`src/rtl/ddfs_sweep_ctrl.sv`:
```
// Frequency-sweep sequencer for the ddfs tuning word: steps FTW from start to stop
// with a programmable dwell, in single, sawtooth-repeat or triangle mode.
module ddfs_sweep_ctrl #(
  parameter int FTW_W   = 16,
  parameter int DWELL_W = 16,
  parameter int CNT_W   = 8
) (
  input  logic               clk,
  input  logic               reset_n,
  input  logic               start,
  input  logic               abort,
  input  logic [FTW_W-1:0]   cfg_start_ftw,
  input  logic [FTW_W-1:0]   cfg_stop_ftw,
  input  logic [FTW_W-1:0]   cfg_step,
  input  logic [DWELL_W-1:0] cfg_dwell,
  input  logic [1:0]         cfg_mode,
  output logic [FTW_W-1:0]   q_ftw,
  output logic               ftw_update,
  output logic               busy,
  output logic               done,
  output logic               err,
  output logic [CNT_W-1:0]   sweep_count,
  output logic [1:0]         dbg_state
);

  // Control semantics: start is a level sampled only in IDLE on a rising clk edge;
  // abort is sampled every edge and overrides everything, including start.
  typedef enum logic [1:0] {
    S_IDLE  = 2'd0,
    S_DWELL = 2'd1
  } state_t;

  state_t               r_state;
  state_t               w_state_nxt;
  logic                 r_dir;
  logic [DWELL_W-1:0]   r_cnt;
  logic [FTW_W-1:0]     r_start;
  logic [FTW_W-1:0]     r_stop;
  logic [FTW_W-1:0]     r_step;
  logic [DWELL_W-1:0]   r_dwell;
  logic [1:0]           r_mode;
  logic [FTW_W-1:0]     r_ftw;
  logic                 r_upd;
  logic                 r_busy;
  logic                 r_done;
  logic                 r_err;
  logic [CNT_W-1:0]     r_sweep_cnt;

  logic                 w_cfg_ok;
  logic                 w_expire;
  logic                 w_at_top;
  logic                 w_at_bot;
  logic                 w_single;
  logic                 w_tri;
  logic                 w_single_end;
  logic [FTW_W:0]       w_up_sum;
  logic [FTW_W:0]       w_dn_diff;
  logic [FTW_W-1:0]     w_up_nxt;
  logic [FTW_W-1:0]     w_dn_nxt;

  logic                 w_load_cfg;
  logic                 w_dir_nxt;
  logic [DWELL_W-1:0]   w_cnt_nxt;
  logic [FTW_W-1:0]     w_ftw_nxt;
  logic                 w_upd_nxt;
  logic                 w_done_nxt;
  logic                 w_err_nxt;
  logic [CNT_W-1:0]     w_sweep_nxt;

  assign w_cfg_ok     = (cfg_step != '0) && (cfg_start_ftw <= cfg_stop_ftw);
  // The NEXT decision lives entirely in this cycle: it is the DWELL cycle whose counter is 0.
  assign w_expire     = (r_state == S_DWELL) && (r_cnt == '0);
  assign w_at_top     = (r_ftw == r_stop);
  assign w_at_bot     = (r_ftw == r_start);
  assign w_single     = (r_mode == 2'b00) || (r_mode == 2'b11);
  assign w_tri        = (r_mode == 2'b10) && (r_start != r_stop);
  assign w_single_end = !r_dir && w_at_top && w_single;

  // One extra bit so a carry or borrow clamps instead of wrapping.
  assign w_up_sum  = {1'b0, r_ftw} + {1'b0, r_step};
  assign w_dn_diff = {1'b0, r_ftw} - {1'b0, r_step};
  assign w_up_nxt  = (w_up_sum > {1'b0, r_stop}) ? r_stop : w_up_sum[FTW_W-1:0];
  assign w_dn_nxt  = (w_dn_diff[FTW_W] || (w_dn_diff[FTW_W-1:0] < r_start)) ?
                     r_start : w_dn_diff[FTW_W-1:0];

  always_ff @(posedge clk or negedge reset_n) begin
    if (!reset_n) begin
      r_state     <= S_IDLE;
      r_dir       <= 1'b0;
      r_cnt       <= '0;
      r_start     <= '0;
      r_stop      <= '0;
      r_step      <= '0;
      r_dwell     <= '0;
      r_mode      <= 2'b00;
      r_ftw       <= '0;
      r_upd       <= 1'b0;
      r_busy      <= 1'b0;
      r_done      <= 1'b0;
      r_err       <= 1'b0;
      r_sweep_cnt <= '0;
    end else begin
      r_state     <= w_state_nxt;
      r_dir       <= w_dir_nxt;
      r_cnt       <= w_cnt_nxt;
      r_ftw       <= w_ftw_nxt;
      r_upd       <= w_upd_nxt;
      r_busy      <= (w_state_nxt == S_DWELL);
      r_done      <= w_done_nxt;
      r_err       <= w_err_nxt;
      r_sweep_cnt <= w_sweep_nxt;
      if (w_load_cfg) begin
        r_start <= cfg_start_ftw;
        r_stop  <= cfg_stop_ftw;
        r_step  <= cfg_step;
        r_dwell <= cfg_dwell;
        r_mode  <= cfg_mode;
      end
    end
  end

  always_comb begin
    w_state_nxt = r_state;
    if (abort) begin
      w_state_nxt = S_IDLE;
    end else begin
      case (r_state)
        S_IDLE:  if (start && w_cfg_ok) w_state_nxt = S_DWELL;
        S_DWELL: if (w_expire && w_single_end) w_state_nxt = S_IDLE;
        default: w_state_nxt = S_IDLE;
      endcase
    end
  end

  always_comb begin
    w_load_cfg  = 1'b0;
    w_dir_nxt   = r_dir;
    w_cnt_nxt   = r_cnt;
    w_ftw_nxt   = r_ftw;
    w_upd_nxt   = 1'b0;
    w_done_nxt  = 1'b0;
    w_err_nxt   = 1'b0;
    w_sweep_nxt = r_sweep_cnt;
    if (!abort) begin
      case (r_state)
        S_IDLE: begin
          if (start) begin
            if (w_cfg_ok) begin
              w_load_cfg = 1'b1;
              w_ftw_nxt  = cfg_start_ftw;
              w_upd_nxt  = 1'b1;
              w_cnt_nxt  = cfg_dwell;
              w_dir_nxt  = 1'b0;
            end else begin
              w_err_nxt  = 1'b1;
            end
          end
        end
        S_DWELL: begin
          if (!w_expire) begin
            w_cnt_nxt = r_cnt - DWELL_W'(1);
          end else begin
            w_cnt_nxt = r_dwell;
            w_upd_nxt = 1'b1;
            if (!r_dir) begin
              if (!w_at_top) begin
                w_ftw_nxt = w_up_nxt;
              end else if (w_single) begin
                w_upd_nxt   = 1'b0;
                w_done_nxt  = 1'b1;
                w_sweep_nxt = r_sweep_cnt + CNT_W'(1);
              end else if (w_tri) begin
                w_dir_nxt = 1'b1;
                w_ftw_nxt = w_dn_nxt;
              end else begin
                w_ftw_nxt   = r_start;
                w_sweep_nxt = r_sweep_cnt + CNT_W'(1);
              end
            end else begin
              // Bottom of a triangle: start is not re-emitted, go straight up.
              if (w_at_bot) begin
                w_dir_nxt   = 1'b0;
                w_ftw_nxt   = w_up_nxt;
                w_sweep_nxt = r_sweep_cnt + CNT_W'(1);
              end else begin
                w_ftw_nxt = w_dn_nxt;
              end
            end
          end
        end
        default: ;
      endcase
    end
  end

  assign q_ftw       = r_ftw;
  assign ftw_update  = r_upd;
  assign busy        = r_busy;
  assign done        = r_done;
  assign err         = r_err;
  assign sweep_count = r_sweep_cnt;
  assign dbg_state   = r_state;

endmodule
```
`config.mk`:
```
export PLATFORM = sky130hd
export DESIGN_NAME = ddfs_sweep_ctrl
export DESIGN_NICKNAME = d
export VERILOG_FILES = /design/src/rtl/ddfs_sweep_ctrl.sv
export SDC_FILE = /design/constraint.sdc
export NUM_CORES = 1
export LEC_CHECK = 0
export ABC_AREA = 1
export CAP_MARGIN = 5
export CORE_MARGIN = 1
export CORE_UTILIZATION = 35
export DETAILED_ROUTE_END_ITERATION = 8
export GPL_TIMING_DRIVEN = 0
export MAX_ROUTING_LAYER = met4
export PLACE_DENSITY = 0.64
export SETUP_SLACK_MARGIN = 0.3
export SYNTH_ARGS = -nofsm -noshare
export SYNTH_HDL_FRONTEND = slang
export SYNTH_SLANG_ARGS = --single-unit
```
`constraint.sdc`:
```
create_clock -name clk -period 3.6 [get_ports clk]
set_clock_uncertainty 0.1 [all_clocks]
set_input_delay 0.72 -clock clk [delete_from_list [all_inputs] [get_ports clk]]
set_output_delay 0.72 -clock clk [all_outputs]
set_load 0.005 [all_outputs]
```
# Word-level counts from Yosys, hierarchy flattened
# Index checks and enable logic that the tools add are counted.
[totals]
register_bits = 113
in_bits = 70
output_inout_bits = 30
wordCells = 108
[op_classes]
addsub = 4
order_cmp = 3
eq_ne = 13
n_mux = 53
bitwise = 1
reduce_logical = 20
[op_table]
columns = ["op", "n"]
rows = [
  ["16-bit 2-to-1 mux", 13],
  ["16-bit one-hot mux with 2 select lines", 2],
  ["8-bit 2-to-1 mux", 5],
  ["16-bit == test", 2],
  ["1-bit 2-to-1 mux", 27],
  ["16-bit by 16-bit adder with 17-bit output", 1],
  ["17-bit by 16-bit greater-than comparator with 1-bit output", 1],
  ["16-bit by 16-bit subtractor with 17-bit output", 1],
  ["16-bit <= comparator", 1],
  ["16-bit logical NOT", 1],
  ["16-bit < comparator", 1],
  ["16-bit inequality test", 1],
  ["16-bit nonzero test", 1],
  ["16-bit by 1-bit subtractor with 16-bit output (second input constant)", 1],
  ["6-bit AND reduction", 2],
  ["8-bit by 1-bit adder with 8-bit output (second input constant)", 1],
  ["1-bit logical AND", 7],
  ["2-bit 2-to-1 mux", 3],
  ["2-bit inequality test (second input constant)", 3],
  ["5-bit AND reduction", 1],
  ["2-bit by 1-bit == test with 1-bit output (second input constant)", 2],
  ["2-bit == test (second input constant)", 2],
  ["2-bit logical NOT", 2],
  ["4-bit inequality test (second input constant)", 1],
  ["9 further kinds", 12],
]

# Logic depth before layout (Yosys ltp)
# Gate-level depths: netlist of run 1.
[depth]
depth_word = 10
mapped_depth = 32
depth_no_buf = 30

# Least setup slack after synthesis of run 1
# OpenSTA, ideal clock, no wires.
[synth_path]
path_type = "reg2reg"
start = "register r_ftw[1] (netlist: q_ftw[1])"
end = "register r_ftw[13] (netlist: q_ftw[13])"
setup_time_ns = 0.116
t_arrival_ns = 3.253
required_time_ns = 3.384
slack_ns = 0.130
path_stages_with_launch = 29
n_path_buf = 1
period_less_slack_ns = 3.470
cell_sequence = "dfrtp_1 inv_1 fa_1 nand3b_1 nand2_2 a21oi_4 inv_1 a21o_1 xor2_1 inv_1 ha_1 nand2_1 nor2_1 nand3b_1 nand3_1 nand2_1 nand2_1 nand2_1 nand2_1 nand2_1 nand2_1 nand2_2 nand2_4 buf_6 nand2_1 nand3_1 nand2_1 nand2_1 nand2_1"
[synth_via]
elab_chain_cells = 10
elab_cells_between_ends = 18
classes_between = "add/sub: 2; order compare: 2; eq/ne: 3; mux: 9; reduce/logical: 2"
[synth_rtl]
columns = ["element", "line_no", "text"]
rows = [
  ["from (decl)", "42", "logic [FTW_W-1:0] r_ftw;"],
  ["from (signal assigned)", "106", "r_ftw <= w_ftw_nxt;"],
  ["16-bit by 16-bit subtractor with 17-bit output", "81", "assign w_dn_diff = {1'b0, r_ftw} - {1'b0, r_step};"],
  ["16-bit < comparator", "83", "assign w_dn_nxt = (w_dn_diff[FTW_W] || (w_dn_diff[FTW_W-1:0] < r_start)) ?"],
  ["1-bit logical OR", "83", ""],
  ["16-bit 2-to-1 mux", "83", ""],
  ["16-bit 2-to-1 mux", "172", "end else if (w_tri) begin"],
  ["16-bit 2-to-1 mux", "168", "end else if (w_single) begin"],
  ["16-bit 2-to-1 mux", "166", "if (!w_at_top) begin"],
  ["16-bit 2-to-1 mux", "165", "if (!r_dir) begin"],
  ["16-bit 2-to-1 mux", "160", "if (!w_expire) begin"],
  ["16-bit one-hot mux with 2 select lines", "145", "case (r_state)"],
]
# Parallel ways exist; a longest one is shown, timed or not. The select of a mux whose other input is x is not followed.
# A chain may end at the register's enable or synchronous reset.

# Worst setup path in the final report of run 1
[layout_path]
start = "register r_step[0]"
end = "register r_ftw[6] (netlist: q_ftw[6])"
[layout_via]
elab_chain_cells = 10
elab_cells_between_ends = 14
classes_between = "add/sub: 2; order compare: 2; mux: 9; reduce/logical: 1"
[layout_rtl]
columns = ["element", "line_no", "text"]
rows = [
  ["from (decl)", "39", "logic [FTW_W-1:0] r_step;"],
  ["from (signal assigned)", "115", "r_step <= cfg_step;"],
  ["16-bit by 16-bit subtractor with 17-bit output", "81", ""],
  ["16-bit < comparator", "83", ""],
  ["1-bit logical OR", "83", ""],
  ["16-bit 2-to-1 mux", "83", ""],
  ["16-bit 2-to-1 mux", "172", ""],
  ["16-bit 2-to-1 mux", "168", ""],
  ["16-bit 2-to-1 mux", "166", ""],
  ["16-bit 2-to-1 mux *", "165", ""],
  ["16-bit 2-to-1 mux *", "160", ""],
  ["16-bit one-hot mux with 2 select lines *", "145", ""],
]
# Every way passes the cells marked *; elsewhere a longest branch is shown, timed or not. The select of a mux whose other input is x is not followed.

==> results of run 1 <==
metrics by stage:
step	hold slack (ns)	total power, uW
final	0.03267	8331
after global routing	0.03966	8928
after CTS	0.03718	7969
after detailed placement	0.3601	5536
after global placement	0.3541	5469
after floorplan	0.3244	4442
registers in the layout (all words and copies together) (netlist names):
name and count:
dbg_state 2, r_mode 2, r_dwell 16, sweep_count 8, r_step 16, r_cnt 16
ftw_update 1, r_dir 1, done 1, q_ftw 16, r_start 16, r_stop 16
err 1, busy 1
cell families after synthesis:
group / after synthesis / synth area share
simple gates: 670 / 0.3056
buf+inv: 248 / 0.1048
compound gates: 210 / 0.1252
flops: 113 / 0.2975
fa+ha+maj: 84 / 0.1121
xor+xnor: 59 / 0.05436
other cells: 1 / 0.0003945
Yosys cell counts, types with 4 or more instances:
| library cell | instances |
|---|---|
| a21oi_4 | 4 |
| clkbuf_1 | 17 |
| or2_2 | 4 |
| dfrtp_1 | 113 |
| buf_4 | 4 |
| xor2_1 | 40 |
| nor4_1 | 4 |
| or2_0 | 4 |
| a22oi_1 | 7 |
| nand2_1 | 360 |
| inv_2 | 26 |
| a21o_1 | 7 |
| nand3_1 | 94 |
| nand2_4 | 4 |
| buf_1 | 4 |
| nand4_1 | 21 |
| inv_1 | 178 |
| o21ai_0 | 64 |
| a21oi_1 | 84 |
| nor2_1 | 134 |
| o21bai_1 | 6 |
| nor3_1 | 20 |
| buf_2 | 14 |
| ha_1 | 82 |
| xnor2_1 | 19 |
| nand3b_1 | 5 |
| o21ai_1 | 20 |
| nand2_2 | 8 |
per-layer routing:
layer  wire (um)  share of wire  vias up  track usage
li1            -              -     4783            -
met1       14600           0.45     4569       0.3176
met2       15030           0.47      311       0.3904
met3        1870          0.058       54      0.03351
met4         758          0.023        0      0.06844
met5           0              0        -            -
path summary, 6_finish.rpt:
check                                           to  cells past startpoint                     from
setup / recovery              q_ftw[6]$_DFFE_PN0P_                     26    r_step[0]$_DFFE_PN0P_
min in group clk           r_dwell[14]$_DFFE_PN0P_                      2  r_dwell[14]$_DFFE_PN0P_
max in group asynchronous    q_ftw[14]$_DFFE_PN0P_                      2                  reset_n
hold / removal               r_step[1]$_DFFE_PN0P_                      1                  reset_n
setup reg to reg              q_ftw[6]$_DFFE_PN0P_                     26    r_step[0]$_DFFE_PN0P_
hold reg to reg            r_dwell[14]$_DFFE_PN0P_                      2  r_dwell[14]$_DFFE_PN0P_
power by group through the flow:
stage,clock [uW],sequential (uW),combinational [uW]
2_1_floorplan,0,1760,2680
3_3_place_gp,0,1850,3620
3_5_place_dp,0,1860,3680
4_1_cts,1740,1830,4390
5_1_grt,1790,1870,5270
6_report,1730,1840,4770
timing repair:
item | CTS | global route
setup endpoints to repair | 83 | 91
resized for setup | 113 | 65
buffers inserted | 29 | 19
pin swaps | 47 | 34
endpoints found under the hold margin | 0 | 0
cloned | 4 | 0
critical path, cell delays in order (launching register included):
cell	delay, ns
dfrtp_2	0.44
buf_4	0.15
ha_4	0.14
inv_4	0.03
fa_2	0.35
nand3_2	0.10
nand3_4	0.11
a21oi_4	0.16
o21ai_2	0.09
xor2_1	0.13
buf_4	0.16
inv_4	0.04
ha_4	0.25
nand2_2	0.06
o21a_1	0.17
nor2_1	0.13
nor3_2	0.06
nand2_2	0.07
nand2_4	0.11
buf_6	0.16
or2_0	0.20
nand3_1	0.08
nand2_1	0.07
inv_2	0.05
nand2_1	0.05
nand2_1	0.05
nand2_1	0.04
layout make-up:
| type | instances | area, um2 |
|---|---|---|
| Multi-Input combinational cell | 1024 | 6247 |
| Inverter | 205 | 779.5 |
| Buffer | 43 | 302.8 |
| Sequential cell | 113 | 2845 |
| Fill cell | 2621 | 13750 |
| Clock inverter | 15 | 148.9 |
| Tap cell | 335 | 419.2 |
| Clock buffer | 17 | 425.4 |
| Timing Repair Buffer | 152 | 1435 |
==> results.tsv, run 1 <==
metric	value	unit
status	complete, but fails checks	
violations	negative setup slack	
place_ws	-0.6678	ns
finalWorstSetupSlack	-0.03903	ns
synth_area_leaders	dfrtp_1 30%, nand2_1 14%, ha_1 11%	
grt_pass1_wl	50800	um
design_area	12600	um2
cap_violations	0	
worstPathMaxFanout	6	
synth-edff-count	0	
syn_avg_cell_area	6.863	um2
clock_latency	0.44	ns
slew_violations	0	
synth_nets	1539	
row_count	59	
tightest_slew	0.7085	ns
die-area	27820	um2
cts_htree_levels	4	
setup_viol	5	
leakage	0.006366	uW
pwr-share-seq	0.220	
fin_crit_sh	1.011	
cp.arrival	3.86	ns
drt-total-wl	32260	um
crit_type	flop to flop	
grt_overflow_total	0	
ir_drop	337.1	uV
drtPass1Iterations	5	
synth_top_area_cell	dfrtp_1	
antenna_found_initial	0	
n_antenna_cell	0	
drtAntennaViolNets	0	
rsz0062_at_grt	yes	
globalRouteTotalUtil	0.2426	
drt_iter0_markers	821	
r2r_slack	-0.04	ns
portBuffers	99	
nets	1710	
start_util	0.3607	
start_kind	flop	
cts_tree	built	
seq_area_frac_synth	0.2975	
tns	-0.1134	ns
clkTransAtPathRegs	0.07	ns
dpl.hpwl	24330	um
period_needed	3.639	ns
yosysWarningCount	0	
yosys.area.top_type_share	0.2975	
power_density	661.0	nW/um2
pin_count	100	
synthCells	1385	
p_sw	3803	uW
vias	9717	
dpl_cell_area	10970	um2
ys_seq_elements	113	
synth.distinct_cells	53	
switching_share	0.4565	
hold_buffers	0	
grt_pass1_vias	9466	
wire_per_inst	16.94	um
drc	0	
syn_area	9505	um2
drive_gt1_frac	0.1906	
final_cell_mix	333 x nand2_1, 163 x inv_1, 128 x nor2_1	
die_x	166.8	um
p_clk_frac	0.207	
cts_buffers	17	
synth-main-ff-cell	dfrtp_1	
max_slew_margin	0.5277	
cp-end-kind	flop	
hp-class	input pin to asynchronous set/reset pin	
clk_path_buf_depth	2	
core	26350	um2
final-instance-count-excl-fill	1904	
fmax	274.8	MHz
hold_viol_final	0	
cts.root.buffer_cell	clkbuf_16	
fin_util	0.4782	
gp_congestion	0.9545	
p_comb_frac	0.572	
final_common_cell	nand2_1	
cts.sinks	113	
synthArstFlopShare	1.000	
cp.required	3.82	ns
vias_per_cell	5.103	
die_h	166.8	um
dp.cells	1820	
internal-power	4528	uW
area_growth	32.59	%
grt_max_degree	93	
Power figures use the tool's default switching activity.
==> run 2, diff against run 1 <==
--- a/config.mk
+++ b/config.mk
@@ -6,14 +6,12 @@
 export NUM_CORES = 1
 export LEC_CHECK = 0
 export ABC_AREA = 1
-export CAP_MARGIN = 5
 export CORE_MARGIN = 1
 export CORE_UTILIZATION = 35
 export DETAILED_ROUTE_END_ITERATION = 8
 export GPL_TIMING_DRIVEN = 0
 export MAX_ROUTING_LAYER = met4
 export PLACE_DENSITY = 0.64
-export SETUP_SLACK_MARGIN = 0.3
 export SYNTH_ARGS = -nofsm -noshare
 export SYNTH_HDL_FRONTEND = slang
 export SYNTH_SLANG_ARGS = --single-unit
==> results.tsv, run 2 (same netlist as run 1, synthesis figures left out) <==
metric	value	unit
drtAntennaViolNets	0	
hp-class	input pin to asynchronous set/reset pin	
start_kind	flop	
die_x	166.8	um
grt_pass1_vias	9377	
start_util	0.3607	
grt_overflow_total	0	
area_growth	31.85	%
die-area	27820	um2
row_count	59	
slew_violations	0	
slowest_delay	0.42	ns
final_cell_mix	326 x nand2_1, 165 x inv_1, 128 x nor2_1	
cp.required	3.82	ns
cts.root.buffer_cell	clkbuf_16	
finalWorstSetupSlack	-0.05502	ns
crit_type	flop to flop	
core	26350	um2
max_slew_margin	0.5248	
n_antenna_cell	0	
leakage	0.006375	uW
grt_max_degree	94	
multi_input_area	6190	um2
critPathSlowestCell	dfrtp_2	
violations	negative setup slack	
place_ws	-0.7448	ns
dpl.hpwl	24360	um
drt_iter0_markers	827	
final-instance-count-excl-fill	1906	
register_area	2848	um2
gp_congestion	0.9244	
rsz0062_at_grt	yes	
final_common_cell	nand2_1	
portBuffers	99	
n_fill_cell	2650	
antenna_found_initial	0	
fin_crit_sh	1.015	
vias	9710	
die_h	166.8	um
clock_latency	0.43	ns
hold_viol_final	0	
drtPass1Iterations	6	
clkTransAtPathRegs	0.07	ns
status	complete, but fails checks	
cts_htree_levels	4	
setup_viol	14	
clk_path_buf_depth	2	
cts.sinks	113	
ir_drop	310.0	uV
nets	1712	
period_needed	3.655	ns
fmax	273.6	MHz
worstPathMaxFanout	5	
grt_pass1_wl	50020	um
cp-end-kind	flop	
power	8487	uW
pin_count	100	
wire_per_inst	16.88	um
path_common_cell	nand2_1	
tns	-0.5057	ns
globalRouteTotalUtil	0.2388	
drt-total-wl	32170	um
cp.arrival	3.87	ns
cts_buffers	17	
whs	0.03458	ns
tightest_slew	0.7128	ns
drive_gt1_frac	0.1922	
power_density	677.1	nW/um2
dp.cells	1820	
cap_violations	0	
vias_per_cell	5.094	
drc	0	
cts_tree	built	
## run 2: repair_timing
| item | 4_1_cts | 5_1_grt |
|---|---|---|
| resized for setup | 85 | 87 |
| setup buffers | 37 | 17 |
| cloned | 2 | 0 |
| endpoints found under the setup margin | 81 | 60 |
| hold buffers | 0 | 0 |
| pin swaps | 33 | 38 |
## run 2: worst paths after layout
kind	from	to	slack (ns)	cells after the start
worst max register to register	r_step[0]$_DFFE_PN0P_	q_ftw[15]$_DFFE_PN0P_	-0.06	29
worst min register to register	r_dwell[14]$_DFFE_PN0P_	r_dwell[14]$_DFFE_PN0P_	0.37	2
worst max-delay path	r_step[0]$_DFFE_PN0P_	q_ftw[15]$_DFFE_PN0P_	-0.06	29
worst min-delay path	reset_n	r_step[1]$_DFFE_PN0P_	0.03	1
max in group asynchronous	reset_n	q_ftw[14]$_DFFE_PN0P_	2.57	2
min in group clk	r_dwell[14]$_DFFE_PN0P_	r_dwell[14]$_DFFE_PN0P_	0.37	2
## run 2: through the flow
stage	utilization	instance area (um2)
3_5_place_dp	0.4153	10940
5_1_grt	0.4756	12530
6_report	0.4756	12530
2_1_floorplan	-	9505
3_3_place_gp	0.4142	10920
4_1_cts	0.4598	12120
## run 2: metal layers
layer	share of wire	vias up	GRT usage
met5	0	-	-
met1	0.45	4591	0.3059
met4	0.028	0	0.08132
met2	0.47	286	0.3800
li1	-	4780	-
met3	0.055	53	0.04087
## run 2: final cells by class
| type | instances | share of cell area |
|---|---|---|
| multi-input cells | 1024 | 0.4939 |
| flip-flops and latches | 113 | 0.2272 |
| repair buffers | 155 | 0.1155 |
| inverters | 205 | 0.06140 |
| clock buffers | 17 | 0.03394 |
| well taps | 335 | 0.03344 |
| plain buffers | 42 | 0.02166 |
| clock inverters | 15 | 0.01298 |
## run 2: power by group
part / switching (uW) / leakage (uW) / internal [uW]
registers: 290 / 0.00135 / 1530
clock network: 760 / 0.000285 / 987
logic: 2820 / 0.00474 / 2100
total: 3870 / 0.00637 / 4620
## run 2: critical path: cells and delay by family (launching register included)
kind | cells | cell delay [ns]
AND/OR/NAND/NOR | 19 | 1.50
AO/OA/AOI/OAI | 2 | 0.23
XOR/XNOR | 1 | 0.19
flip-flops | 1 | 0.42
adder cells (fa/ha/maj) | 3 | 0.80
buffers and inverters | 4 | 0.30
==> run 3, diff against run 2 <==
==> constraint.sdc (replaced) <==
create_clock -name clk -period 3.1 [get_ports clk]
set_clock_uncertainty 0.1 [all_clocks]
set_input_delay 0.62 -clock clk [delete_from_list [all_inputs] [get_ports clk]]
set_output_delay 0.62 -clock clk [all_outputs]
set_load 0.005 [all_outputs]
==> results.tsv, run 3 (same netlist as run 1, synthesis figures left out) <==
metric	value	unit
grt_overflow_total	0	
globalRouteTotalUtil	0.2412	
area_growth	32.43	%
cp.arrival	3.92	ns
gp_congestion	0.9499	
final_cell_mix	325 x nand2_1, 170 x inv_1, 128 x nor2_1	
n_antenna_cell	0	
pwr-share-seq	0.213	
p_comb_frac	0.578	
die_x	166.8	um
cp.required	3.31	ns
drc	0	
finalWorstSetupSlack	-0.6076	ns
slowest_delay	0.44	ns
switching_share	0.4459	
crit_start	r_step[0]$_DFFE_PN0P_	
rr_startpoint	r_step[0]$_DFFE_PN0P_	
wire_per_inst	16.72	um
start_kind	flop	
tightest_slew	0.7284	ns
internal-power	5532	uW
path_delay_family	simple AND/OR/NAND/NOR gates	
drive_gt1_frac	0.1938	
row_count	59	
hold_viol_final	0	
power	9982	uW
vias	9662	
clkTransAtPathRegs	0.07	ns
clock_latency	0.43	ns
worstHoldStart	r_dwell[14]$_DFFE_PN0P_	
critPathSlowestCell	dfrtp_1	
pin_count	100	
path_common_cell	nand2_1	
grt_pass1_vias	9502	
setup_viol	16	
fmax	269.7	MHz
worstPathBufferInverterCount	3	
die-area	27820	um2
period_needed	3.708	ns
drt-total-wl	32000	um
max_slew_margin	0.5139	
antenna_found_initial	0	
p_clk_frac	0.209	
rsz0062_at_grt	yes	
final_common_cell	nand2_1	
portBuffers	99	
die_h	166.8	um
nets	1720	
fin_util	0.4777	
cts_buffers	17	
p_sw	4451	uW
grt_max_degree	95	
clk_path_buf_depth	2	
vias_per_cell	5.048	
drtAntennaViolNets	0	
place_ws	-1.064	ns
status	complete, but fails checks	
worstPathMaxFanout	5	
cap_violations	0	
ir_drop	439.6	uV
power_density	793.0	nW/um2
slew_violations	0	
violations	negative setup slack	
hp-class	flop to flop	
whs	0.3717	ns
core	26350	um2
fin_crit_sh	1.196	
crit_type	flop to flop	
drt_iter0_markers	721	
leakage	0.006454	uW
grt_pass1_wl	50490	um
cts_tree	built	
start_util	0.3607	
cts.root.buffer_cell	clkbuf_16	
cp-end-kind	flop	
n_fill_cell	2631	
dpl.hpwl	23950	um
cts.sinks	113	
drtPass1Iterations	5	
cts_htree_levels	4	
[run 3: cell types whose count changed in the layout (fill, tap and decap cells not counted), moves of 5 or more]
cell	change
clkbuf_1	-5
inv_8	-5
inv_1	+5
inv_2	-6
ha_1	+5
buf_4	+9
[run 3: power by group through the flow]
| stage | Combinational (uW) | Clock, uW | Sequential, uW |
|---|---|---|---|
| 3_5_place_dp | 4250 | 0 | 2150 |
| 6_report | 5770 | 2080 | 2130 |
| 3_3_place_gp | 4190 | 0 | 2150 |
| 5_1_grt | 6360 | 2170 | 2170 |
| 4_1_cts | 5390 | 2100 | 2120 |
| 2_1_floorplan | 3120 | 0 | 2050 |
[run 3: repair_timing]
item,4_1_cts,5_1_grt
hold endpoints to repair,19,0
buffers inserted,52,7
gates cloned,3,0
pin swaps,26,23
hold buffers,1,0
resized for setup,99,62
setup endpoints to repair,97,78
[run 3: final timing paths]
| kind | end | cells past startpoint | slack, ns |
|---|---|---|---|
| hold reg to reg | r_dwell[14]$_DFFE_PN0P_ | 2 | 0.37 |
| min in group asynchronous | r_step[7]$_DFFE_PN0P_ | 2 | 0.50 |
| setup / recovery | q_ftw[3]$_DFFE_PN0P_ | 28 | -0.61 |
| max in group asynchronous | q_ftw[9]$_DFFE_PN0P_ | 3 | 1.60 |
| hold / removal | r_dwell[14]$_DFFE_PN0P_ | 2 | 0.37 |
| setup reg to reg | q_ftw[3]$_DFFE_PN0P_ | 28 | -0.61 |
[run 3: layout make-up]
cell class / count / area [um2] / share of cell area
buffer: 42 / 289.0 / 0.02296
clock buffer: 19 / 452.9 / 0.03598
clock inverter: 13 / 148.9 / 0.01183
inverter: 205 / 772.0 / 0.06133
multi-input combinational: 1024 / 6161 / 0.4894
sequential: 113 / 2843 / 0.2258
tap: 335 / 419.2 / 0.03330
timing repair buffer: 163 / 1503 / 0.1194
[run 3: metal layers]
metal | routed length [um] | up-vias | global-route usage
met2 | 15110 | 279 | 0.3909
met1 | 14530 | 4558 | 0.3105
met5 | 0 | - | -
li1 | - | 4783 | -
met4 | 482 | 0 | 0.06683
met3 | 1877 | 42 | 0.03850
[run 3: through the flow]
step           cell area (um2)  TNS [ns]  cells
2_1_floorplan             9533    -3.755   1385
3_3_place_gp             10940   -486.60   1819
3_5_place_dp             10970    -82.14   1820
4_1_cts                  12350    -8.520   1907
5_1_grt                  12590    -11.97   1914
6_report                 12590    -9.126   1914
[run 3: tightest hold or removal path: cells and delay by family, from the launching register on]
kind | cells | cell delay (ns)
DFF | 1 | 0.34
and+or+nand+nor | 2 | 0.09
